[config.mk]
export PLATFORM = sky130hd
export DESIGN_NAME = encoder_4to2_seq_flat
export DESIGN_NICKNAME = d
export VERILOG_FILES = /design/src/rtl/encoder_4to2_seq_pkg.sv /design/src/rtl/encoder_4to2_seq_if.sv /design/src/rtl/encoder_4to2_seq_sync_fifo.sv /design/src/rtl/encoder_4to2_seq.sv /design/src/flat_wrapper.sv
export SDC_FILE = /design/constraint.sdc
export NUM_CORES = 1
export LEC_CHECK = 0
export CORE_MARGIN = 5
export CORE_UTILIZATION = 45
export CTS_CLUSTER_DIAMETER = 120
export CTS_CLUSTER_SIZE = 24
export DETAILED_ROUTE_END_ITERATION = 7
export PLACE_DENSITY = 0.81
export SETUP_SLACK_MARGIN = 0.1
export SYNTH_ARGS = -nofsm -noshare
export SYNTH_HDL_FRONTEND = slang
export SYNTH_HIERARCHICAL = 1
export SYNTH_SLANG_ARGS = --single-unit
export TNS_END_PERCENT = 20
[constraint.sdc]
create_clock -name clk -period 2 [get_ports clk]
set_input_delay 0.2 -clock clk [delete_from_list [all_inputs] [get_ports clk]]
set_output_delay 0.2 -clock clk [all_outputs]
set_load 0.01 [all_outputs]
[src/rtl/encoder_4to2_seq_pkg.sv]
// Shared definitions for the 4-to-2 sequential encoder.
//   CODE_W / REQ_W : widths of an encoded index and of the request vector
//   code_t / req_t : matching types
//   prio_enc()     : highest-set-bit encoder, priority 3 > 2 > 1 > 0
package encoder_pkg;

  localparam int unsigned CODE_W = 2;
  localparam int unsigned REQ_W  = 4;

  typedef logic [CODE_W-1:0] code_t;
  typedef logic [REQ_W-1:0]  req_t;

  // Returns 0 for an all-zero vector; callers qualify with |r.
  function automatic code_t prio_enc(input req_t r);
    code_t c;
    c = '0;
    if (r[3])      c = code_t'(3);
    else if (r[2]) c = code_t'(2);
    else if (r[1]) c = code_t'(1);
    else           c = code_t'(0);
    return c;
  endfunction

endpackage

[src/rtl/encoder_4to2_seq_if.sv]
// Request/result bundle of the encoder.
//   en        : enable for new request edges
//   in        : level request lines
//   out_ready : downstream accept
//   out       : code at queue head
//   out_valid : out holds a valid code
//   drop      : one-cycle pulse, a request edge was lost
//   busy      : requests pending or queue non-empty
// master = requester/consumer side, slave = encoder side.
interface encoder_4to2_seq_if;
  import encoder_pkg::*;

  logic  en;
  req_t  in;
  logic  out_ready;
  code_t out;
  logic  out_valid;
  logic  drop;
  logic  busy;

  modport master (
    output en, in, out_ready,
    input  out, out_valid, drop, busy
  );

  modport slave (
    input  en, in, out_ready,
    output out, out_valid, drop, busy
  );
endinterface

[src/rtl/encoder_4to2_seq_sync_fifo.sv]
// Synchronous FIFO for encoded indices.
//   clk, rst_n : clock, asynchronous active-low reset
//   push, din  : write request and data (ignored when full without a pop)
//   pop, dout  : read request and head data (dout is 0 while empty)
//   full, empty, count : occupancy status
// DEPTH must be a power of two so the pointers wrap naturally.
module sync_fifo #(
  parameter int unsigned WIDTH = 2,
  parameter int unsigned DEPTH = 2
) (
  input  logic                     clk,
  input  logic                     rst_n,
  input  logic                     push,
  input  logic                     pop,
  input  logic [WIDTH-1:0]         din,
  output logic [WIDTH-1:0]         dout,
  output logic                     full,
  output logic                     empty,
  output logic [$clog2(DEPTH):0]   count
);

  localparam int unsigned PW = $clog2(DEPTH);
  localparam int unsigned CW = PW + 1;

  logic [WIDTH-1:0] mem_q [DEPTH];
  logic [WIDTH-1:0] mem_d [DEPTH];
  logic [PW-1:0]    wr_ptr_q, wr_ptr_d;
  logic [PW-1:0]    rd_ptr_q, rd_ptr_d;
  logic [CW-1:0]    count_q, count_d;
  logic             do_push, do_pop;

  assign full  = (count_q == CW'(DEPTH));
  assign empty = (count_q == '0);
  assign count = count_q;
  assign dout  = empty ? '0 : mem_q[rd_ptr_q];

  always_comb begin
    do_pop   = pop && !empty;
    do_push  = push && (!full || do_pop);
    mem_d    = mem_q;
    wr_ptr_d = wr_ptr_q;
    rd_ptr_d = rd_ptr_q;
    count_d  = count_q;
    if (do_push) begin
      mem_d[wr_ptr_q] = din;
      wr_ptr_d        = wr_ptr_q + PW'(1);
    end
    if (do_pop) begin
      rd_ptr_d = rd_ptr_q + PW'(1);
    end
    case ({do_push, do_pop})
      2'b10:   count_d = count_q + CW'(1);
      2'b01:   count_d = count_q - CW'(1);
      default: count_d = count_q;
    endcase
  end

  always_ff @(posedge clk or negedge rst_n) begin
    if (!rst_n) begin
      mem_q    <= '{default: '0};
      wr_ptr_q <= '0;
      rd_ptr_q <= '0;
      count_q  <= '0;
    end else begin
      mem_q    <= mem_d;
      wr_ptr_q <= wr_ptr_d;
      rd_ptr_q <= rd_ptr_d;
      count_q  <= count_d;
    end
  end

endmodule

[src/rtl/encoder_4to2_seq.sv]
// Sequential 4-to-2 priority encoder with edge-triggered requests.
//   clk, rst_n : clock, asynchronous active-low reset
//   bus        : encoder_4to2_seq_if.slave (en, in, out_ready -> out,
//                out_valid, drop, busy)
// Rising edges on in (while en) latch a pending bit; each cycle the highest
// pending bit is granted into an output FIFO of DEPTH entries.
module encoder_4to2_seq
  import encoder_pkg::*;
#(
  parameter int unsigned DEPTH = 2
) (
  input  logic               clk,
  input  logic               rst_n,
  encoder_4to2_seq_if.slave  bus
);

  localparam int unsigned CW = $clog2(DEPTH) + 1;

  req_t          in_q, in_d;
  req_t          pending_q, pending_d;
  logic          drop_q, drop_d;
  req_t          rise, grant_mask;
  code_t         grant_code, fifo_dout;
  logic          push, pop, can_push;
  logic          fifo_full, fifo_empty;
  logic [CW-1:0] fifo_count;

  always_comb begin
    in_d       = bus.in;
    rise       = bus.in & ~in_q & {REQ_W{bus.en}};
    pop        = !fifo_empty && bus.out_ready;
    // A full queue still accepts when its head leaves in the same cycle.
    can_push   = !fifo_full || pop;
    push       = can_push && (|pending_q);
    grant_code = prio_enc(pending_q);
    grant_mask = push ? (req_t'(1) << grant_code) : '0;
    // New rise wins over the clear of a bit granted this cycle.
    pending_d  = (pending_q & ~grant_mask) | rise;
    drop_d     = |(rise & pending_q & ~grant_mask);
  end

  always_ff @(posedge clk or negedge rst_n) begin
    if (!rst_n) begin
      in_q      <= '0;
      pending_q <= '0;
      drop_q    <= 1'b0;
    end else begin
      in_q      <= in_d;
      pending_q <= pending_d;
      drop_q    <= drop_d;
    end
  end

  sync_fifo #(
    .WIDTH (CODE_W),
    .DEPTH (DEPTH)
  ) u_fifo (
    .clk   (clk),
    .rst_n (rst_n),
    .push  (push),
    .pop   (pop),
    .din   (grant_code),
    .dout  (fifo_dout),
    .full  (fifo_full),
    .empty (fifo_empty),
    .count (fifo_count)
  );

  assign bus.out       = fifo_dout;
  assign bus.out_valid = (fifo_count != '0);
  assign bus.drop      = drop_q;
  assign bus.busy      = (|pending_q) | bus.out_valid;

endmodule

[src/flat_wrapper.sv]
// flat-port wrapper written by rule: the top's interface ports become plain ports
module encoder_4to2_seq_flat import encoder_pkg::*;
#(
  parameter int unsigned DEPTH = 2
)
  (clk, rst_n, bus_en, bus_in, bus_out_ready, bus_out, bus_out_valid, bus_drop, bus_busy);
  encoder_4to2_seq_if bus_i ();
  input  logic clk;
  input  logic rst_n;
  input wire logic [$bits(bus_i.en)-1:0] bus_en;
  input wire logic [$bits(bus_i.in)-1:0] bus_in;
  input wire logic [$bits(bus_i.out_ready)-1:0] bus_out_ready;
  output wire logic [$bits(bus_i.out)-1:0] bus_out;
  output wire logic [$bits(bus_i.out_valid)-1:0] bus_out_valid;
  output wire logic [$bits(bus_i.drop)-1:0] bus_drop;
  output wire logic [$bits(bus_i.busy)-1:0] bus_busy;
  assign bus_i.en = bus_en;
  assign bus_i.in = bus_in;
  assign bus_i.out_ready = bus_out_ready;
  assign bus_out = bus_i.out;
  assign bus_out_valid = bus_i.out_valid;
  assign bus_drop = bus_i.drop;
  assign bus_busy = bus_i.busy;
  encoder_4to2_seq #(.DEPTH(DEPTH)) u_core (.clk(clk), .rst_n(rst_n), .bus(bus_i));
endmodule
# After elaboration in Yosys (flattened, before gate mapping)
# Index checks and enable logic that the tools add are counted.
# word_totals
register_bits,17
input_bits,8
out_inout_bits,5
wordCells,56
# op_classes
addsub,4
order_cmp,3
n_eq_ne,3
shift,1
mux,12
n_bitwise,11
n_reduce_logical,14
# op_table
operator,n
4-bit AND,5
2-bit 2-to-1 mux,7
4-bit NOT,2
4-bit OR reduction,2
1-bit logical AND,5
4-bit bitwise mux,1
"2-bit == test, second input constant",2
"2-bit >= comparator, second input constant",2
4-bit 2-to-1 mux,1
1-bit NOT with 2-bit output,2
4-bit OR,1
2-bit one-hot mux with 2 select lines,1
2-bit nonzero test,2
"1-bit by 2-bit << shifter with 4-bit output, first input constant",1
"1-bit adder, second input constant",2
"2-bit by 1-bit adder with 2-bit output, second input constant",1
2-bit demux with 1-bit select,1
"2-bit by 1-bit == test with 1-bit output, second input constant",1
1-bit zero test,2
2-bit zero test,1
1-bit logical OR,2
"2-bit by 1-bit < comparator with 1-bit output, second input constant",1
"2-bit by 1-bit subtractor with 2-bit output, second input constant",1
1-bit 2-to-1 mux,1
1-bit OR,1

# Longest topological paths before layout
# Gate-level depths: netlist of the first run.
# depth
depth_word,9
depth_mapped,10
depth_no_buf,9

# By module
# Netlist of the first run, hierarchy kept.
# by_module_without_submodules
mod,n_inst,cells_each,area_per_inst_um2,seq_area_each_um2
encoder_4to2_seq,1,42,409.1,225.2
sync_fifo,1,31,389.1,200.2

# Worst setup path after synthesis of the first run
# Ideal clock, no wire load.
# synth_timing
path_kind,reg2reg
start,"reg u_core.u_fifo.count_q[0], in the netlist u_core/u_fifo/count[0]"
end,"reg u_core.u_fifo.count_q[1], in the netlist u_core/u_fifo/count[1]"
setup_ns,0.079
arrival_time_ns,1.778
required_time_ns,1.921
slack_ns,0.143
path_stages_with_launch,10
n_path_buf,1
period_less_slack_ns,1.857
path_cell_list,dfrtp_1 nor2_1 nor2b_1 nor2b_1 buf_1 a21oi_1 nand2b_1 ha_1 nor2_1 xor2_1
# synth_between
elab_chain_len,8
elab_cells_between_ends,16
classes_between,add/sub: 2; eq/ne: 3; mux: 1; reduce/logical: 10
# synth_lines
element,line,source
from (decl),encoder_4to2_seq_sync_fifo.sv:29,"logic [CW-1:0] count_q, count_d;"
from (signal assigned),encoder_4to2_seq_sync_fifo.sv:68,count_q <= count_d;
2-bit zero test *,encoder_4to2_seq_sync_fifo.sv:33,assign empty = (count_q == '0);
named net u_core.fifo_empty,encoder_4to2_seq.sv:25,"logic fifo_full, fifo_empty;"
1-bit zero test *,encoder_4to2_seq.sv:31,pop = !fifo_empty && bus.out_ready;
1-bit logical AND *,encoder_4to2_seq.sv:31,
named net u_core.pop,encoder_4to2_seq.sv:24,"logic push, pop, can_push;"
1-bit logical OR *,encoder_4to2_seq.sv:33,can_push = !fifo_full || pop;
1-bit logical AND *,encoder_4to2_seq.sv:34,push = can_push && (|pending_q);
named net u_core.push,encoder_4to2_seq.sv:24,
1-bit logical AND *,encoder_4to2_seq_sync_fifo.sv:39,do_push = push && (!full || do_pop);
2-bit by 1-bit == test with 1-bit output / 2-bit == test (equally long branches),encoder_4to2_seq_sync_fifo.sv:51,"case ({do_push, do_pop})"
2-bit one-hot mux with 2 select lines / 2-bit nonzero test (equally long branches),--,
# Mark *: on every way through the listed nets, which the timed path passes. The rest lies on a longest branch.
# A chain may end at the register's enable or synchronous reset.

# Final worst setup path of the first run
# layout_timing
start,"reg u_core.u_fifo.count_q[1], in the netlist u_core/u_fifo/count[1]"
end,"reg u_core.u_fifo.count_q[1], in the netlist u_core/u_fifo/count[1]"
# layout_between
elab_chain_len,8
elab_cells_between_ends,16
classes_between,add/sub: 2; eq/ne: 3; mux: 1; reduce/logical: 10
# layout_lines
element,line
2-bit zero test *,encoder_4to2_seq_sync_fifo.sv:33
named net u_core.fifo_empty,encoder_4to2_seq.sv:25
1-bit zero test *,encoder_4to2_seq.sv:31
1-bit logical AND *,encoder_4to2_seq.sv:31
named net u_core.pop,encoder_4to2_seq.sv:24
1-bit logical OR / 1-bit logical AND (equally long branches),"encoder_4to2_seq.sv:33, encoder_4to2_seq_sync_fifo.sv:38"
1-bit logical AND / 1-bit logical OR (equally long branches),"encoder_4to2_seq.sv:34, encoder_4to2_seq_sync_fifo.sv:39"
1-bit logical AND,encoder_4to2_seq_sync_fifo.sv:39
2-bit by 1-bit == test with 1-bit output / 2-bit == test (equally long branches),encoder_4to2_seq_sync_fifo.sv:51
2-bit one-hot mux with 2 select lines / 2-bit nonzero test (equally long branches),--
# Marks and branches as above.

==> results of run 1 <==
-- layout by cell type (no fill, tap or decap), types with 2 or more instances in the layout --
master           Yosys  layout
buf_4                0       4
clkbuf_4             0       3
clkdlybuf4s50_1      0      11
dfrtp_1             17      16
inv_1                3       3
mux2_2               4       4
mux2i_1              2       2
nand2_1              5       5
nand3b_1             2       2
nor2_1               8       5
nor2_2               0       3
nor2b_1              4       3
nor3b_2              2       2
o21ai_0              6       6
xnor2_1              3       3
xor2_1               2       2
-- sequential cells by signal, summed over array words and instances, names as in the netlist --
register,cells
u_core/in_q,4
u_core/pending_q,4
u_core/u_fifo/mem_q,4
u_core/u_fifo/count,2
u_core/bus.drop,1
u_core/u_fifo/rd_ptr_q,1
u_core/u_fifo/wr_ptr_q,1
-- final timing paths --
check	start	endpoint	slack, ns	cells after the start
setup / recovery	u_core/u_fifo/count[1]	u_core/u_fifo/count[1]	0.16	8
min in group clk	bus_in[1]	u_core/in_q[1]	0.36	1
hold / removal	rst_n	u_core/u_fifo/rd_ptr_q	0.23	2
setup reg to reg	u_core/u_fifo/count[1]	u_core/u_fifo/count[1]	0.16	8
max in group asynchronous	rst_n	u_core/u_fifo/count[0]	1.58	2
hold reg to reg	u_core/in_q[2]	u_core/pending_q[2]	0.52	2
-- metal layers --
| layer | routed length, µm | global-route usage [%] | part of all wire, % | vias to the layer above |
|---|---|---|---|---|
| li1 | - | - | - | 287 |
| met1 | 663 | 15.25 | 43 | 296 |
| met2 | 785 | 23.01 | 51 | 15 |
| met3 | 66 | 3.725 | 4.2 | 4 |
| met4 | 37 | 6.550 | 2.4 | 0 |
| met5 | 0 | 0 | 0 | - |
-- power by group through the flow --
stage	sequential [mW]	combinational, mW	clock [mW]
after floorplan	0.520	0.387	0
after global placement	0.535	0.545	0
after detailed placement	0.541	0.574	0
after CTS	0.535	0.581	0.188
after global routing	0.556	0.659	0.203
final	0.544	0.609	0.180
-- kinds of logic after synthesis --
group	after synthesis	synth area share, %
adder cells (fa/ha/maj)	1	1.567
AND/OR/NAND/NOR	30	21.94
AO/OA/AOI/OAI	10	7.680
flip-flops	17	53.29
XOR/XNOR	5	5.487
multiplexers	6	8.150
buffers and inverters	4	1.880
-- cell usage after synthesis --
cell type,n,area [µm²]
and3_1,1,6.260
nand2b_1,1,6.260
nor3b_2,2,25.02
a21o_2,1,8.760
xor2_1,2,17.52
dfrtp_1,17,425.4
a32o_1,1,10.01
mux2_2,4,45.04
inv_1,3,11.26
buf_1,1,3.750
and4_2,1,10.01
xnor2_1,3,26.28
nor2b_1,4,25.02
or2_2,2,12.51
mux2i_1,2,20.02
a21oi_1,1,5.000
and2b_1,1,7.510
nand2_1,5,18.77
nand4_1,1,6.260
or3_1,2,12.51
nand3b_1,2,15.01
a22oi_1,1,7.510
ha_1,1,12.51
o21ai_0,6,30.03
nor2_1,8,30.03
-- through the flow --
stage	TNS (ns)	util, %	cells	hold slack [ns]
4_1_cts	0	58.97	117	0.2278
2_1_floorplan	0	-	73	-0.09559
3_3_place_gp	0	56.70	112	0.4945
6_report	0	59.63	117	0.2262
5_1_grt	0	59.63	117	0.2443
3_5_place_dp	-0.03549	56.70	112	0.5103
-- critical path: stages, from the launching register on --
cell	delay, ns
dfrtp_1	0.44
nor2_2	0.23
nor2b_2	0.09
nor3b_2	0.24
nand2b_1	0.19
ha_2	0.20
xnor2_1	0.15
nor2_2	0.06
xor2_1	0.14
-- repair_timing --
item                       in CTS  in global routing
setup buffers                   1                  0
setup endpoints to repair       2                  7
pin swaps                       0                  1
gates resized for setup         3                  8
hold buffers                    0                  0
-- layout make-up --
| class | count | share of cell area [%] |
|---|---|---|
| flip-flops and latches | 17 | 41.89 |
| well taps | 25 | 3.071 |
| inverters | 3 | 1.106 |
| multi-input cells | 52 | 37.10 |
| repair buffers | 16 | 14.25 |
| clock buffers | 4 | 2.580 |
==> results_dict.tcl, run 1 <==
set metrics [dict create \
    skew_ns 0.001938 \
    syn_nets 82 \
    syn_area_per_cell_um2 10.94 \
    cellInternalPower_uw 860.9 \
    vias 602 \
    maxCapViolCount 0 \
    post_drt_wl_per_cell_um 13.27 \
    required_ns 2.18 \
    diodes 0 \
    drcViolationCount 0 \
    power.switching_uw 472.7 \
    total_power_mw 1.334 \
    place_area_um2 968.4 \
    postLayoutSetupSlackWorst_ns 0.1603 \
    switching_share_pct 35.45 \
    cts_sinks 17 \
    multi_input_area_um2 377.9 \
    tritoncts "built" \
    hold_viol 0 \
    final.min_clock_period_ns 1.840 \
    grt_max_degree 18 \
    slew-limit-headroom_pct 83.02 \
    die_w_um 52.12 \
    post_route_cells_drive_above_1_share_pct 27.17 \
    power-per-cell-area_nw_per_um2 1310 \
    slew_violations 0 \
    vias_per_cell 5.145 \
    seq_area_frac_synth_pct 53.29 \
    ir_drop_uv 524.0 \
    stdcell_area_um2 1018 \
    status "completed" \
    die-height_um 52.12 \
    hpwl_mm 1.164 \
    htree_levels 1 \
    antenna_found_initial 0 \
    numPortBuffers 12 \
    setup_viol 0 \
    finalNetCount 102 \
    dr.pass1.iters 4 \
    grtUsageTotal_pct 13.46 \
    fin_crit_sh_pct 91.99 \
    crit_type "flip-flop to flip-flop" \
    hp-class "input port to async pin" \
    fillers 141 \
    grt_pass1_wl_mm 2.635 \
    area.sequential_um2 426.7 \
    cts_buffers 3 \
    synthesis.instances 73 \
    yosys_warnings 6 \
    io_pins 13 \
    die_area_um2 2716 \
    clkPwrFrac_pct 13.5 \
    cts_root_buffer "clkbuf_4" \
    drtIter0Drc 13 \
    postRouteWirelength_mm 1.553 \
    fp.coreArea_um2 1708 \
    synth_area_um2 798.3 \
    start_util_pct 46.74 \
    end_kind "flip-flop" \
    first_global_vias 607 \
    gp_congestion 0.7557 \
    cp_max_fo 5 \
    antenna_left 0 \
    tightest_slew_ns 0.2537 \
    area_delta_synth_final_pct 27.59 \
    ys_types 25 \
    pwr-share-comb_pct 45.7 \
    yosys_register_bits 17 \
    gr-total-overflow 0 \
    clk_latency_ns 0.29 \
    rsz0062_at_grt "yes" \
    power_leakage_nw 0.4610 \
    std_cell_rows 15 \
    clock.fmax_ghz 0.5436 \
    place_ws_ns -0.03549 \
    cp.arrival_ns 2.02 \
    power_frac_seq_pct 40.8 \
    clk_pin_slew_worst_paths_ns 0.09 \
    start_kind "flip-flop" \
    clockBufferDepth 2 \
]
No activity file was read; power rests on OpenSTA's default activity.
==> inputs of run 2 (changes only) <==
CORE_UTILIZATION = 50   (was 45)
PLACE_DENSITY = 0.88   (was 0.81)
SYNTH_HIERARCHICAL = unset   (was 1)
==> results_dict.tcl, run 2 <==
set metrics [dict create \
    status "completed" \
    antenna_left 0 \
    start_util_pct 52.52 \
    crit_path_max_incr_delay_ns 0.48 \
    area_delta_synth_final_pct 24.96 \
    cts_sinks 17 \
    synthesis.instances 65 \
    end_kind "primary output" \
    crit_type "flip-flop to primary output" \
    cp.arrival_ns 1.57 \
    required_ns 1.80 \
    holdBufCountCts 0 \
    power_leakage_nw 0.4655 \
    final_common_cell "dfrtp_1" \
    vias 520 \
    postRouteWirelength_mm 1.374 \
    first_global_vias 529 \
    io_pins 13 \
    cts_buffers 3 \
    finalNetCount 94 \
    numPortBuffers 12 \
    place_area_um2 922.1 \
    post_route_cells_drive_above_1_share_pct 20.24 \
    drcViolationCount 0 \
    synth-xor-area-share_pct 5.600 \
    final_cell_mix "dfrtp_1, clkdlybuf4s50_1, nor2_1, nand2_1, inv_1" \
    synth_compound_area_share_pct 8.000 \
    setup_viol 0 \
    yosys_register_bits 17 \
    antenna_found_initial 0 \
    rsz0062_at_grt "no" \
    crit_slowest_cell "clkdlybuf4s50_1" \
    die-height_um 49.55 \
    syn_nets 74 \
    tritoncts "built" \
    synthTopCellsByCount "dfrtp_1, nor2_1, inv_1, nand2_1" \
    clk_latency_ns 0.29 \
    gr-total-overflow 0 \
    synth_top_area_share_pct 54.40 \
    switching_share_pct 34.19 \
    r2r-end "u_core.u_fifo.count[1]" \
    synth.area.top_cells "dfrtp_1, mux2i_1, mux2_4" \
    crit_end "bus_out[1]" \
    synth_top_family_by_area "simple AND/OR/NAND/NOR gates" \
    synth_top_cell_by_area "dfrtp_1" \
    cp_top_family "buffers and inverters" \
    die_w_um 49.55 \
    clk_pin_slew_worst_paths_ns 0.10 \
    dr.pass1.iters 4 \
    hold_viol 0 \
    async_flop_share_pct 100.0 \
    grtUsageTotal_pct 12.16 \
    reg2reg_setup_slack_ns 0.32 \
    yosys.cell_count.top_type "dfrtp_1" \
    synth_area_um2 782.0 \
    synthSimpleGateAreaFrac_pct 20.80 \
    crit_cells 3 \
    seq_area_frac_synth_pct 54.40 \
    final_util_pct 65.63 \
    pwr-share-comb_pct 40.8 \
    cp_max_fo 5 \
    stdcell_area_um2 977.2 \
    slew_violations 0 \
    grt_pass1_wl_mm 2.270 \
    postLayoutSetupSlackWorst_ns 0.2265 \
    start_kind "flip-flop" \
    ys_types 26 \
    timing.rr.start "u_core.u_fifo.count[0]" \
    syn_area_per_cell_um2 12.03 \
    synthAdderAreaFrac_pct 1.600 \
    worst-path-buf-inv 1 \
    diodes 0 \
    yosys_warnings 0 \
    fillers 103 \
    place_ws_ns 0.1745 \
    final.min_clock_period_ns 1.774 \
    fp.coreArea_um2 1489 \
    slew-limit-headroom_pct 52.51 \
    reg_top3 "u_core.in_q (4), u_core.pending_q (4), u_core.u_fifo.mem_q (4)" \
    post_drt_wl_per_cell_um 13.74 \
    ir_drop_uv 928.4 \
    drtIter0Drc 12 \
    path_cells "nor2_2 -> nor2_1 -> clkdlybuf4s50_1" \
    maxCapViolCount 0 \
    vias_per_cell 5.200 \
    die_area_um2 2455 \
    reg2regPathDepth 6 \
    hpwl_mm 1.007 \
    clkPwrFrac_pct 14.9 \
    cellInternalPower_uw 801.7 \
    fin_crit_sh_pct 88.68 \
    clockBufferDepth 2 \
    grt_max_degree 18 \
    cp-startpoint "u_core.u_fifo.count[0]" \
    power-per-cell-area_nw_per_um2 1247 \
    tightest_slew_ns 0.7102 \
    std_cell_rows 14 \
    htree_levels 1 \
    hp-class "input port to async pin" \
    cts_root_buffer "clkbuf_4" \
    power.switching_uw 416.5 \
    gp_congestion 0.7279 \
    synth_edf_count 0 \
    setup_tns_ns 0 \
    skew_ns 0.008200 \
    yosys-mux-area-fraction_pct 7.680 \
    ys.flop_type "dfrtp_1" \
    clock.fmax_ghz 0.5638 \
    power_frac_seq_pct 44.3 \
]
## run 2: changes by cell type in the layout (fill, tap and decap cells not counted), sizes merged, moves of 2 or more
cell and delta:
o21ai -3, nor2b -3, mux2 -2, or3 -2
## run 2: power by group through the flow
stage	combinational (mW)	sequential, mW	clock (mW)
2_1_floorplan	0.329	0.523	0
3_3_place_gp	0.471	0.535	0
3_5_place_dp	0.484	0.541	0
4_1_cts	0.487	0.534	0.188
5_1_grt	0.549	0.552	0.198
6_report	0.498	0.540	0.181
## run 2: metal layers
metal,track usage [%],routed length (µm)
met2,18.22,654
met5,0,0
met4,7.860,28
met3,2.711,41
met1,15.58,649
## run 2: worst min path at each step
stage / start / to / slack, ns / cells past startpoint
2_1_floorplan: rst_n / u_core.bus.drop / -0.1 / 0
3_3_place_gp: u_core.u_fifo.count[1] / u_core.u_fifo.count[1] / 0.48 / 1
3_5_place_dp: u_core.u_fifo.count[1] / u_core.u_fifo.count[1] / 0.49 / 1
4_1_cts: rst_n / u_core.u_fifo.count[1] / 0.35 / 1
5_1_grt: bus_in[3] / u_core.in_q[3] / 0.38 / 1
6_report: rst_n / u_core.u_fifo.count[1] / 0.32 / 1
## run 2: cell families (layout without fill, tap and decap cells)
kind of cell,Yosys count,in the layout
mux,5,5
xor+xnor,5,5
fa+ha+maj,1,1
compound gates,9,9
buf+inv,4,23
flops,17,17
simple gates,24,24
## run 2: through the flow
stage | hold slack (ns) | power (mW) | instances
global placement | 0.4779 | 1.007 | 93
CTS | 0.3538 | 1.210 | 97
detailed placement | 0.4945 | 1.025 | 93
finish | 0.3225 | 1.218 | 100
global route | 0.3754 | 1.299 | 100
floorplan | -0.09559 | 0.8522 | 65
## run 2: repair_timing
action                                  4_1_cts  5_1_grt
endpoints found under the setup margin        0        4
gates resized for setup                       0        3
buffers inserted                              0        3
## run 2: layout make-up
class	instances	area [µm²]	area share, %
clock buffer	4	26.28	2.689
timing repair buffer	15	145.1	14.85
sequential	17	426.7	43.66
tap	16	20.02	2.049
inverter	4	15.01	1.536
multi-input combinational	44	344.1	35.21
==> inputs of run 3 (changes only) <==
HOLD_SLACK_MARGIN = 0.08   (was unset)
PLACE_DENSITY = 0.78   (was 0.88)
==> results_dict.tcl, run 3 (same netlist as run 2, synthesis figures left out) <==
set metrics [dict create \
    start_util_pct 52.52 \
    end_kind "primary output" \
    power_leakage_nw 0.4599 \
    die_w_um 49.55 \
    gr-usage-met3_pct 5.422 \
    gr-usage-met2_pct 16.95 \
    ir_drop_uv 742.0 \
    holdBufCountCts 0 \
    cts_root_buffer "clkbuf_4" \
    multi_input_area_um2 344.1 \
    place_area_um2 929.6 \
    first_global_vias 493 \
    vias_per_cell 5.192 \
    clockBufferDepth 2 \
    drtIter0Drc 8 \
    area.sequential_um2 426.7 \
    finalNetCount 93 \
    clock.fmax_ghz 0.5733 \
    vias 514 \
    tightest_slew_ns 0.3864 \
    crit_cells 3 \
    gr-max-usage-layer "met2" \
    die_area_um2 2455 \
    postLayoutSetupSlackWorst_ns 0.2556 \
    hpwl_um 971.1 \
    die-height_um 49.55 \
    postRouteWirelength_mm 1.270 \
    setup_viol 0 \
    numPortBuffers 12 \
    start_kind "flip-flop" \
    crit_type "flip-flop to primary output" \
    cp.arrival_ns 1.54 \
    slew_violations 0 \
    skew_ns 0.005195 \
    reg_top3 "u_core.in_q (4), u_core.pending_q (4), u_core.u_fifo.mem_q (4)" \
    fin_crit_sh_pct 87.22 \
    crit_path_max_incr_delay_ns 0.48 \
    antenna_left 0 \
    drcViolationCount 0 \
    gr-total-overflow 0 \
    place_ws_ns 0.1463 \
    cp_top_family "buffers and inverters" \
    dr.pass1.iters 4 \
    htree_levels 1 \
    gp_congestion 0.7251 \
    final_common_cell "dfrtp_1" \
    final.min_clock_period_ns 1.744 \
    required_ns 1.80 \
    slew-limit-headroom_pct 74.21 \
    hold_viol 0 \
    reg2regPathDepth 7 \
    post_drt_wl_per_cell_um 12.83 \
    fillers 123 \
    area_delta_synth_final_pct 24.00 \
    clk_latency_ns 0.29 \
    grt_max_degree 18 \
    grt_pass1_wl_mm 2.249 \
    dp_cells 94 \
    stdcell_area_um2 969.7 \
    diodes 0 \
    maxCapViolCount 0 \
    antenna_found_initial 0 \
    cp_max_fo 5 \
    hp-class "input port to async pin" \
    io_pins 13 \
    grtUsageTotal_pct 12.09 \
    path_cells "nor2_2 -> nor2_1 -> clkdlybuf4s50_1" \
    std_cell_rows 14 \
    clk_pin_slew_worst_paths_ns 0.09 \
    cts_buffers 3 \
    cts_sinks 17 \
    use_met1_pct 15.90 \
    layout.cells.non_filler 99 \
    worst-path-buf-inv 1 \
    power-per-cell-area_nw_per_um2 1240 \
    rsz0062_at_grt "no" \
    setup_tns_ns 0 \
    crit_slowest_cell "clkdlybuf4s50_1" \
    tritoncts "built" \
    post_route_cells_drive_above_1_share_pct 19.28 \
    final_cell_mix "dfrtp_1, clkdlybuf4s50_1, nor2_1, nand2_1, inv_1" \
    fp.coreArea_um2 1489 \
    status "completed" \
]
## run 3: area by class of cell
class | count | share of cell area, %
timing repair buffer | 14 | 14.19
sequential | 17 | 44.00
inverter | 4 | 1.548
multi-input combinational | 44 | 35.48
clock buffer | 4 | 2.710
tap | 16 | 2.065
## run 3: power breakdown
part	internal, mW	leakage (nW)	switching, mW
Sequential	0.441	0.208	0.0951
Combinational	0.279	0.237	0.209
Clock	0.0776	0.0150	0.100
## run 3: stage by stage
stage	power, mW	util, %	hold WS (ns)
global route	1.290	65.13	0.2484
CTS	1.221	64.71	0.2282
global placement	1.008	62.44	0.4795
finish	1.202	65.13	0.2280
floorplan	0.8522	-	-0.09559
detailed placement	1.028	62.44	0.4886
## run 3: repair_timing
item                       CTS  global route
setup endpoints to repair    1             4
pin swaps                    1             0
buffers inserted             1             0
resized for setup            0             3
## run 3: worst reg2reg max path: stages (launching register included)
cell	delay, ns
dfrtp_1	0.47
nor3b_4	0.41
nor2_2	0.12
inv_1	0.08
ha_1	0.17
xnor2_1	0.12
nor2_1	0.06
xor2_1	0.13
## run 3: metal layers
layer | part of all wire [%] | vias to the layer above | wire length [µm]
met5 | 0 | - | 0
met4 | 1.7 | 0 | 21
met3 | 6.8 | 4 | 86
met2 | 44 | 12 | 565
met1 | 47 | 239 | 597
li1 | - | 259 | -
## run 3: final timing paths
| kind | startpoint | endpoint | slack (ns) |
|---|---|---|---|
| setup / recovery | u_core.u_fifo.count[0] | bus_out[1] | 0.26 |
| hold / removal | rst_n | u_core.u_fifo.rd_ptr_q | 0.23 |
| setup reg to reg | u_core.u_fifo.count[0] | u_core.u_fifo.count[1] | 0.33 |
| hold reg to reg | u_core.in_q[1] | u_core.pending_q[1] | 0.51 |
| max in group asynchronous | rst_n | u_core.pending_q[3] | 1.57 |
| min in group clk | bus_in[3] | u_core.in_q[3] | 0.37 |
